**src/rtl/fractal_sync_leaf.sv**
```systemverilog
// Leaf requester for the fractal synchronization tree: one barrier at a time,
// full sync/wake/ack handshake toward a tree node, response with error and wait latency.
module fractal_sync_leaf #(
    parameter int unsigned LVL_WIDTH = 2,
    parameter int unsigned CNT_WIDTH = 16
) (
    input  logic                 clk_i,
    input  logic                 rst_i,
    input  logic                 req_valid_i,
    output logic                 req_ready_o,
    input  logic [LVL_WIDTH-1:0] req_level_i,
    output logic                 rsp_valid_o,
    input  logic                 rsp_ready_i,
    output logic                 rsp_error_o,
    output logic [CNT_WIDTH-1:0] rsp_cycles_o,
    output logic                 sync_o,
    output logic [LVL_WIDTH-1:0] level_o,
    output logic                 ack_o,
    input  logic                 wake_i,
    input  logic                 error_i
);

    typedef enum logic [2:0] {
        StIdle,
        StSync,
        StWait,
        StAck,
        StDrain,
        StResp
    } state_e;

    state_e               state_q, state_d;
    logic [LVL_WIDTH-1:0] level_q, level_d;
    logic [CNT_WIDTH-1:0] cnt_q, cnt_d, cnt_inc;
    logic                 err_q, err_d;

    // Saturating increment: holds at all-ones instead of wrapping.
    assign cnt_inc = (cnt_q == {CNT_WIDTH{1'b1}}) ? cnt_q : cnt_q + CNT_WIDTH'(1);

    always_ff @(posedge clk_i) begin
        if (rst_i) begin
            state_q <= StIdle;
            level_q <= '0;
            cnt_q   <= '0;
            err_q   <= 1'b0;
        end else begin
            state_q <= state_d;
            level_q <= level_d;
            cnt_q   <= cnt_d;
            err_q   <= err_d;
        end
    end

    always_comb begin
        state_d      = state_q;
        level_d      = level_q;
        cnt_d        = cnt_q;
        err_d        = err_q;
        req_ready_o  = 1'b0;
        sync_o       = 1'b0;
        ack_o        = 1'b0;
        rsp_valid_o  = 1'b0;
        rsp_error_o  = 1'b0;
        rsp_cycles_o = '0;
        case (state_q)
            StIdle: begin
                req_ready_o = 1'b1;
                if (req_valid_i) begin
                    level_d = req_level_i;
                    cnt_d   = '0;
                    err_d   = 1'b0;
                    state_d = StSync;
                end
            end
            StSync: begin
                sync_o  = 1'b1;
                cnt_d   = cnt_inc;
                state_d = StWait;
            end
            StWait: begin
                cnt_d = cnt_inc;
                if (wake_i) begin
                    err_d   = error_i;
                    state_d = StAck;
                end
            end
            StAck: begin
                ack_o   = 1'b1;
                state_d = StDrain;
            end
            StDrain: begin
                // Wait for the node to drop wake so a new sync cannot merge into this barrier.
                if (!wake_i) state_d = StResp;
            end
            StResp: begin
                rsp_valid_o  = 1'b1;
                rsp_error_o  = err_q;
                rsp_cycles_o = cnt_q;
                if (rsp_ready_i) state_d = StIdle;
            end
            default: state_d = StIdle;
        endcase
    end

    assign level_o = level_q;

endmodule
```
**config.mk**
```make
export PLATFORM = sky130hd
export DESIGN_NAME = fractal_sync_leaf
export DESIGN_NICKNAME = d
export VERILOG_FILES = /design/src/rtl/fractal_sync_leaf.sv
export SDC_FILE = /design/constraint.sdc
export NUM_CORES = 1
export LEC_CHECK = 0
export BUFFER_PORTS_ARGS = -buffer_cell sky130_fd_sc_hd__buf_2
export CORE_AREA = 2 2 78 80
export DETAILED_ROUTE_END_ITERATION = 12
export DIE_AREA = 0 0 80 82
export GPL_TIMING_DRIVEN = 0
export PLACE_DENSITY = 0.41
export REMOVE_ABC_BUFFERS = 1
export SKIP_LAST_GASP = 1
export SLEW_MARGIN = 20
export SYNTH_ARGS = -nofsm -noshare
export SYNTH_HDL_FRONTEND = slang
export SYNTH_SLANG_ARGS = --single-unit
```
**constraint.sdc**
```tcl
create_clock -name clk_i -period 2.89 [get_ports clk_i]
set_input_delay 0.578 -clock clk_i [delete_from_list [all_inputs] [get_ports clk_i]]
set_output_delay 0.578 -clock clk_i [all_outputs]
set_load 0.01 [all_outputs]
```
# == After elaboration in Yosys (flattened, before gate mapping) ==
# Index checks and enable logic that the tools add are counted.
# totals
output_inout_bits,23
elab_cells,41
input_bits,8
ff_bits,22
# classes
n_reduce_logical,8
addsub,1
n_mux,17
eq_ne,11
# ops
operator,count
2-to-1 mux 16 bit,3
case mux 16 bit (2 select lines),1
case mux 3 bit (6 select lines),1
"adder 16 x 1 -> 16 bit, second input constant",1
"== test 16 bit, second input constant",1
2-to-1 mux 3 bit,4
"!= test 2 bit, second input constant",5
2-to-1 mux 1 bit,7
"== test 3 x 2 -> 1 bit, second input constant",2
"== test 3 bit, second input constant",2
AND reduction 3 bit,2
AND reduction 4 bit,1
nonzero test 2 bit,2
"== test 3 x 1 -> 1 bit, second input constant",1
zero test 3 bit,1
case mux 1 bit (2 select lines),1
AND reduction 2 bit,1
OR reduction 2 bit,1

# == Logic depth before layout (Yosys ltp) ==
# Gate-level depths: netlist of run 1.
# logic_depth
word_depth,4
depth_mapped,6
depth_no_buf,6

# == Least setup slack after synthesis of run 1 ==
# Ideal clock, no wire load.
# synth_timing
path_kind,register to output
start,register state_q[1]
end,output port rsp_cycles_o[10]
path_stages_with_launch,7
required_time_ps,2312
t_arrival_ps,1341
n_path_buf,3
path_slack_ps,971
cell_sequence,dfxtp_1 > buf_4 > inv_2 > and3_1 > clkbuf_1 > clkbuf_1 > and2_1
# synth_via
elab_chain_len,2
# synth_lines
item,line_no,source
"start, declared",32,"state_e state_q, state_d;"
"start signal, assigned",42,state_q <= StIdle;
"start signal, assigned",47,state_q <= state_d;
== test 3 bit,65,case (state_q)
2-to-1 mux 16 bit,65,
"end, declared",15,"output logic [CNT_WIDTH-1:0] rsp_cycles_o,"
# No other way between the ends.

# == Worst setup path in the final report of run 1 ==
# layout_timing
start,register state_q[0]
end,output port rsp_cycles_o[12]
# Same word-level chain as after synthesis.

==> results of run 1 <==
[layout by cell type (no fill, tap or decap), types with 2 or more instances in the layout]
cell type / instances
o21ai_1: 16
inv_1: 6
nand4_1: 6
nor3_1: 6
nand3_1: 5
clkbuf_8: 4
buf_2: 30
dfxtp_1: 22
nand2_1: 15
and2_1: 19
a21oi_1: 8
nor2_1: 14
nand2_2: 2
a31oi_1: 7
and3_1: 5
o31ai_1: 2
nor2b_1: 3
o21ai_0: 7
mux2i_1: 2
[how the worst max path moves through the flow]
stage,startpoint,to,slack (ns),cells past startpoint
final,state_q[0],rsp_cycles_o[12],0.47,3
after global routing,state_q[0],rsp_cycles_o[12],0.24,3
after CTS,state_q[0],rsp_cycles_o[12],0.37,3
after detailed placement,state_q[0],rsp_cycles_o[12],0.68,3
after global placement,state_q[0],rsp_error_o,0.69,3
after floorplan,state_q[0],rsp_cycles_o[0],1.10,2
[critical path, stage by stage, from the launching register on]
cell	delay [ns]
dfxtp_1	0.65
and3_1	0.60
and2_1	0.21
buf_2	0.13
[final cells by class]
cell class / count / area share
multi-input combinational: 137 / 0.5321
sequential: 22 / 0.2691
timing repair buffer: 30 / 0.09174
tap: 75 / 0.05734
clock buffer: 4 / 0.03364
inverter: 7 / 0.01606
[power groups by stage]
| stage | combinational [mW] | sequential, mW | clock (mW) |
|---|---|---|---|
| 2_1_floorplan | 0.343 | 0.409 | 0 |
| 3_3_place_gp | 0.485 | 0.426 | 0 |
| 3_5_place_dp | 0.483 | 0.424 | 0 |
| 4_1_cts | 0.486 | 0.418 | 0.238 |
| 5_1_grt | 0.533 | 0.427 | 0.256 |
| 6_report | 0.476 | 0.416 | 0.224 |
[sequential cells by signal (all words and copies together) (netlist names)]
signal   cells
level_o      2
cnt_q       16
err_q        1
state_q      3
[cell families after synthesis]
| group | count (synthesis) | synth area share |
|---|---|---|
| xor gates and xnor gates | 2 | 0.01825 |
| muxes | 2 | 0.01460 |
| and+or+nand+nor | 84 | 0.3504 |
| adders and majority gates | 1 | 0.009123 |
| DFF | 22 | 0.3212 |
| AOI/OAI and AO/OA | 48 | 0.2427 |
| buffers and inverters | 14 | 0.04379 |
[routing by layer]
layer  wire (um)  GRT usage  part of all wire
met4          25    0.02542            0.0069
met3         191    0.02747             0.053
met5           0          0                 0
met2        1669     0.1983              0.46
met1        1729     0.1603              0.48
[stage by stage]
step           utilization  worst slack, ns  hold WS, ns  total power [mW]
4_1_cts             0.2848           0.3693       0.4828             1.143
5_1_grt             0.2848           0.2422       0.5019             1.217
3_5_place_dp        0.2753           0.6834       0.4686            0.9075
3_3_place_gp        0.2753           0.6910       0.4620            0.9109
2_1_floorplan            -            1.097       0.4334            0.7527
6_report            0.2848           0.4652       0.4776             1.116
==> summary by stage, run 1 <==
Synth
The async set-reset flop share out of synthesis is 0. After synthesis, the netlist uses 41 different library cells. The cell area after synthesis is 1371 um2. By instance count, the leading cell after synthesis is dfxtp_1. The main flop type after synthesis is dfxtp_1. The commonest cells after synthesis are dfxtp_1, and2_1, o21ai_1. After technology mapping, the gate count stands at 173. The average instance in the mapped netlist occupies 7.927 um2. The synthesized design contains 0 enable-type register cells. The register bit total from synthesis is 22. Of the post-synthesis cell area, the dominant cell type holds 0.3212. The sequential fraction of the synthesis area is 0.3212.

The library cell occupying the most area in the post-synthesis netlist is dfxtp_1. The Yosys step of the flow raised 0 warnings. After synthesis, the cell types taking the most area are dfxtp_1, and2_1, o21ai_1, nand2_1, nor2_1.

Setup path
The worst setup path is launched from a flop. Data on the critical path arrives at its endpoint at 1.85 ns. The number of cells on the worst reg-to-reg path is 5. The origin of the critical flop-to-flop path is state_q[0]. The worst reg2reg path endpoint is cnt_q[9]. At the worst endpoint, the required time is 2.31 ns. The kind of critical path is flop to output port. Of all nets on the critical path, the largest fanout is 18.

The kind of end point of the critical path is an output port. The worst setup slack for register-to-register paths is 0.89 ns.

Finish
The filler cell count is 659. The area added between synthesis and finish is 19.34%. In the final layout, the share of cells above drive strength 1 is 0.2350. The repair_antennas step left the layout with diodes totalling 0. The multi-input combinational cells in the finished layout cover a total of 870.8 um2. The number of nets in the layout is 210. The count of placed standard cells in the final layout, fillers left out is 275. In the final layout, flip-flops and latches occupy 440.4 um2. The finished cells cover 1637 um2.

Detailed routing
In the routed layout, each cell is associated on average with a via count of 4.691. The routed layout has 1290 vias. The violation count after the first detailed-route iteration is 81. The residual antenna-violating net count after detailed routing is 0. The total routed wirelength is 3.615 mm.

After detailed routing, the average wire length per cell comes to 13.15 um. The first TritonRoute pass finished after 5 iterations. In the routed design, unresolved DRC markers number 0.

Placement
The final RePlAce weighted congestion is 0.7893. The HPWL after detailed placement is 2.594 mm. Port buffering added 30 buffers.

The cell area after placement is 1582 um2. The total placed cells including tap cells is 271.

Min path
The worst hold path endpoint is err_q. The number of cells on the worst hold path is 2. The startpoint identified for the worst hold timing path is err_q. The path class of the lowest-slack min-delay path is flop to flop.

Clock network
The hold buffer count at CTS is 0. The latest clock arrival within the worst-skew pair is 0.26 ns. The clock tree from TritonCTS is built. CTS built an H-tree with a depth of 1. The largest buffer count on any clock path is 2.

The cell chosen for the clock root is clkbuf_8. The register clock-pin slew on the reported worst setup and hold paths is 0.08 ns. The total CTS buffers is 3.

The clock net in this run drives a total of 22 sinks. In this run the post-CTS setup repair buffer count came out at 0. In this run, post-CTS repair resized a total of 0 instances.

Timing
The sum of negative setup slack is 0 ns. Setup violations remaining at the end of the flow were counted as 0. Static timing analysis puts the maximum clock frequency at 412.4 MHz. The slew at the pin closest to its max-slew limit is 0.6492 ns. Setup repair after global routing left no endpoint under its margin. The number of endpoints with negative hold slack in the final report came to 0.

The count of final max-slew check failures came to 0. The final worst-path cycle share is 0.8390. Clock skew on the completed layout was measured at 0.008012 ns. Headroom to the max-slew limit came out at 0.5652. The time the worst path needs with I/O delays and setup is 2.425 ns.

Power and ir drop
The power per cell area is 682.1 nW/um2. Of the total power, the share spent switching nets is 0.4317. The switching power is 481.9 uW. For this design the static power due to leakage is 0.6689 nW. Cell internal power was estimated by the tool at 634.3 uW.

Of the total power, the clock network draws 0.201. Of the total power, combinational logic draws 0.426. The sequential cell fraction of total power is 0.373. IR analysis of the VDD net gives a maximum drop of 388.5 uV.

Global route
Entering global routing, the biggest net connects 19 pins. The number of antenna violations at the first check in global routing is 0. The first global-routing pass estimated 6.099 mm of wire. The number of global-route vias before repair was 1204.

The remaining global-route overflow is 0. Across every metal layer, demand over resource in global routing totals 0.1201.

Floorplanning
The die is 82 um tall. The starting density of the core is 0.2387. The die area is 6560 um2. The chip width is 80 um. 31 I/O pins were placed. The placeable core region is 5746 um2. The cell row count is 28.

Outcome
The flow ran to the end, and the final reports show no timing, DRC or antenna violations.

Job
The max-cap check violation count is 0.
Power figures use the tool's default switching activity.
==> run 2: changes to the inputs <==
--- a/config.mk
+++ b/config.mk
@@ -5,10 +5,11 @@
 export SDC_FILE = /design/constraint.sdc
 export NUM_CORES = 1
 export LEC_CHECK = 0
+export ABC_AREA = 1
 export BUFFER_PORTS_ARGS = -buffer_cell sky130_fd_sc_hd__buf_2
-export CORE_AREA = 2 2 78 80
+export CORE_AREA = 2 2 82 84
 export DETAILED_ROUTE_END_ITERATION = 12
-export DIE_AREA = 0 0 80 82
+export DIE_AREA = 0 0 84 86
 export GPL_TIMING_DRIVEN = 0
 export PLACE_DENSITY = 0.41
 export REMOVE_ABC_BUFFERS = 1
==> constraint.sdc (replaced) <==
create_clock -name clk_i -period 2.4 [get_ports clk_i]
set_input_delay 0.48 -clock clk_i [delete_from_list [all_inputs] [get_ports clk_i]]
set_output_delay 0.48 -clock clk_i [all_outputs]
set_load 0.01 [all_outputs]
==> run 2 against run 1 <==
  * Hold slack got worse by 0.0099 ns
  * Flip-flop and latch count did not move
  * Largest cell class unchanged
  * First-iteration DRC count fell by 46%
  * Core utilization rose by 0.50 points
  * Sequential power rose by 5%
  * Count of clock-buffer cells in the layout did not move
  * Final area rose by 11%
  * Wire length rose by 18%
  * Non-clock buffer count did not move
  * Register-to-register slack got worse by 0.43 ns
  * Total power fell by 8.4%
  * Clock skew rose by 0.00098 ns
==> summary by stage, run 2 <==
Setup path
The kind of critical path is flop to output port. The peak fanout along the critical path is 17 (-1). The path depth of the worst reg2reg path is 9 (+4).

Walking the worst path, the cells encountered are inv_2 -> nor3_2 -> clkinv_2 -> nor2_1 -> buf_2. The worst reg2reg path endpoint is cnt_q[0]. The worst setup slack for register-to-register paths came to 0.46 ns (-0.43 ns).

The gate family responsible for the most delay along the worst path is buffers and inverters. The arrival time reported for the critical path endpoint is 1.73 ns (-0.12 ns). The delay of the slowest critical-path stage is 0.45 ns (-0.20 ns).

The slowest cell on the critical path is dfxtp_1. STA classifies the critical path endpoint as an output port. In this run the critical register-to-register path is launched from state_q[1].

The total buffers and inverters traversed by the critical path is 3 (+2). The required time of the worst setup path is 1.92 ns (-0.39 ns). The total number of cells along the worst setup path came to 5 (+2). The kind of start point of the critical path is a flop.

Finish
The number of nets in the layout is 296 (+41%). The flip-flop count of the largest register, all copies and words added is 16 (unchanged). The post-route cell area came to 1819 um2 (+11%). The largest register by flop count is cnt_q.

The count of placed standard cells in the final layout, fillers left out is 363 (+32%). The area added between synthesis and finish is 17.35%. The final cell utilization of the core came to 0.2898 (+0.004972). In the layout the commonest cells are nand2_1, nor2_1, inv_1.

The most common cell after layout, fill and taps aside is nand2_1. The fraction of final layout cells with drive strength greater than 1 is 0.2378 (+0.002762). The number of antenna diodes came to 0 (unchanged).

Clock network
The sink count of the clock tree is 22 (unchanged). The H-tree level count came to 1 (unchanged). The post-CTS setup repair buffer count is 0 (unchanged). The register clock-pin slew on the reported worst setup and hold paths is 0.10 ns (+0.02 ns). The latest clock arrival within the worst-skew pair is 0.27 ns (about the same).

The largest buffer count on any clock path is 2 (unchanged). The cell chosen for the clock root is clkbuf_8. The total CTS buffers is 3 (unchanged). The clock tree from TritonCTS is built.

Detailed routing
The residual antenna-violating net count after detailed routing was 0 (unchanged). The total routed wirelength is 4.270 mm (+18%). The final routed DRC violation total is 0 (unchanged). The violation count after the first detailed-route iteration came to 44 (-46%). The via density per instance is 4.372 (-6.8%). The routed wirelength normalized by instance count is 11.76 um (-11%).

The number of detailed-route iterations in the first pass was 4 (-1). The routed via count is 1587 (+23%).

Placement
The total placed cells including tap cells is 359 (+32%). The HPWL after detailed placement was 3.133 mm (+21%). The number of port buffers is 30 (unchanged).

The final RePlAce weighted congestion is 0.7568 (-4.1%). The cell area after placement was 1763 um2 (+11%). The pre-CTS setup slack is 0.1650 ns (-0.5184 ns).

Power and ir drop
The leakage power is 0.8838 nW (+32%). The power per cell area was 562.2 nW/um2 (-18%). The peak supply drop is 264.4 uV (-32%).

Synth
The async set-reset flop share out of synthesis is 0 (unchanged). Ranked by instance count, the synthesized netlist is headed by nand2_1, nor2_1, inv_1. The register bit total from synthesis was 22 (unchanged). The synthesized instance count is 256 (+48%). The share of the synthesized area in the top cell type is 0.2841 (-0.03707). By area the synthesized netlist is led by dfxtp_1, nand2_1, nor2_1, inv_1, nand3_1. The number of synthesized flops with an enable pin is 0 (unchanged). The biggest area contributor in the post-synthesis netlist is dfxtp_1. The cell area after synthesis was 1550 um2 (+13%).

The most frequently used cell type in the post-synthesis netlist is nand2_1. The average cell area after synthesis is 6.056 um2 (-24%). The number of distinct library cells after synthesis is 26 (-37%). The sequential fraction of the synthesis area came to 0.2841 (-0.03707). The most used flip-flop cell after synthesis is dfxtp_1. The number of synthesis warnings came to 0 (unchanged).

Timing
The time the worst path needs with I/O delays and setup is 2.207 ns. The count of final max-slew check failures was 0 (unchanged). Of the available clock period, the critical path in the final layout requires 0.9197. The highest achievable clock rate is 453.0 MHz. The sum of negative setup slack is 0 ns (unchanged). The worst slew margin relative to its limit came to 0.5809 (+0.01570). The total of endpoints with negative setup slack in the final report came to 0 (unchanged).

The least setup slack across all paths after layout is 0.1927 ns (-0.2725 ns). Setup repair after global routing left no endpoint under its margin. The slew at the pin closest to its max-slew limit is 0.6272 ns (-0.02203 ns). The worst clock skew is 0.008990 ns (+0.0009781 ns). The number of endpoints with negative hold slack in the final report was 0 (unchanged).

Min path
The critical hold path startpoint is level_o[0]. The number of cells on the worst hold path came to 2 (unchanged). The worst hold path endpoint is level_o[0]. The min-delay analysis places its worst path in the category flop to flop.

Floorplanning
The chip width is 84 um (+5.0%). The total I/O pin count is 31 (unchanged). The die area is 7224 um2 (+10%). The cell row count is 29 (+3.6%).

The placeable core region is 6277 um2 (+9.3%). The starting density of the core is 0.2470 (+0.008284). The overall die height was 86 um (+4.9%).

Global route
The all-layer global routing usage came to 0.1224 (+0.002316). The largest net degree at the start of global routing is 18 (-1). The number of global-route vias before repair was 1540 (+28%). The number of antenna violations at the first check in global routing is 0 (unchanged).

The remaining global-route overflow was 0 (unchanged). The wire length of the first global-routing pass was 7.238 mm (+19%).

Job
The max-cap check violation count was 0 (unchanged).

Outcome
The flow ran to the end, and the final reports show no timing, DRC or antenna violations.
==> run 2: changes by cell type in the layout (fill, tap and decap cells not counted), moves of 5 or more <==
cell     previous run  this run
nand2_1            15        65
inv_1               6        36
nor2_1             14        43
nand3_1             5        27
and2_1             19         1
o21ai_1            16         0
nand2_2             2        11
a31oi_1             7         0
a21oi_2             0         6
nor3_1              6         0
and3_1              5         0
inv_2               1         6
==> run 2: cell families (layout without fill, tap and decap cells) <==
kind of cell / after synthesis / count (layout) / synth area share
and+or+nand+nor: 162 / 162 / 0.4883
buffers and inverters: 47 / 77 / 0.1259
AOI/OAI and AO/OA: 24 / 24 / 0.09362
DFF: 22 / 22 / 0.2841
adders and majority gates: 1 / 1 / 0.008070
==> run 2: worst max path at each step <==
stage / from / to / slack (ns)
finish: state_q[0] / rsp_cycles_o[5] / 0.19
global route: state_q[0] / rsp_cycles_o[5] / 0.06
CTS: state_q[0] / rsp_cycles_o[5] / 0.16
detailed placement: state_q[0] / rsp_cycles_o[5] / 0.16
global placement: state_q[0] / rsp_cycles_o[12] / 0.21
floorplan: state_q[0] / rsp_cycles_o[0] / 0.57
==> run 2: stage by stage <==
stage	power (mW)	hold WS, ns
floorplan	0.6558	0.4435
global placement	0.7494	0.4515
detailed placement	0.7457	0.4536
CTS	1.036	0.4670
global route	1.093	0.4809
finish	1.023	0.4677
==> run 2: layout make-up <==
| cell class | count | area (um2) |
|---|---|---|
| fillers | 729 | 4458 |
| repair buffers | 30 | 150.1 |
| clock buffers | 4 | 55.05 |
| flip-flops and latches | 22 | 440.4 |
| well taps | 77 | 96.34 |
| multi-input cells | 187 | 914.6 |
| inverters | 43 | 162.7 |
==> run 2: worst register-to-register path, cell delays in order (launching register included) <==
cell     delay [ns]
dfxtp_1        0.49
inv_2          0.10
nand3_2        0.12
nand2_1        0.39
nand2_1        0.20
nor2_1         0.07
nor2_2         0.28
nand2_1        0.09
nand2_1        0.07
nor2_1         0.04
==> run 2: what timing repair did <==
action | in CTS | in global routing
hold endpoints to repair | 0 | 0
endpoints found under the setup margin | 17 | 0
resized for setup | 1 | 0
hold buffers | 0 | 0
==> run 2: where the power goes <==
| group | switching, mW | internal [mW] |
|---|---|---|
| Sequential | 0.0371 | 0.397 |
| Clock | 0.142 | 0.147 |
| Combinational | 0.207 | 0.0928 |
| Total | 0.386 | 0.637 |
==> run 2: per-layer routing <==
layer / track usage / vias to the layer above / part of all wire
li1: - / 854 / -
met1: 0.1661 / 704 / 0.53
met2: 0.2015 / 25 / 0.43
met3: 0.02117 / 4 / 0.034
met4: 0.03226 / 0 / 0.010
met5: 0 / - / 0
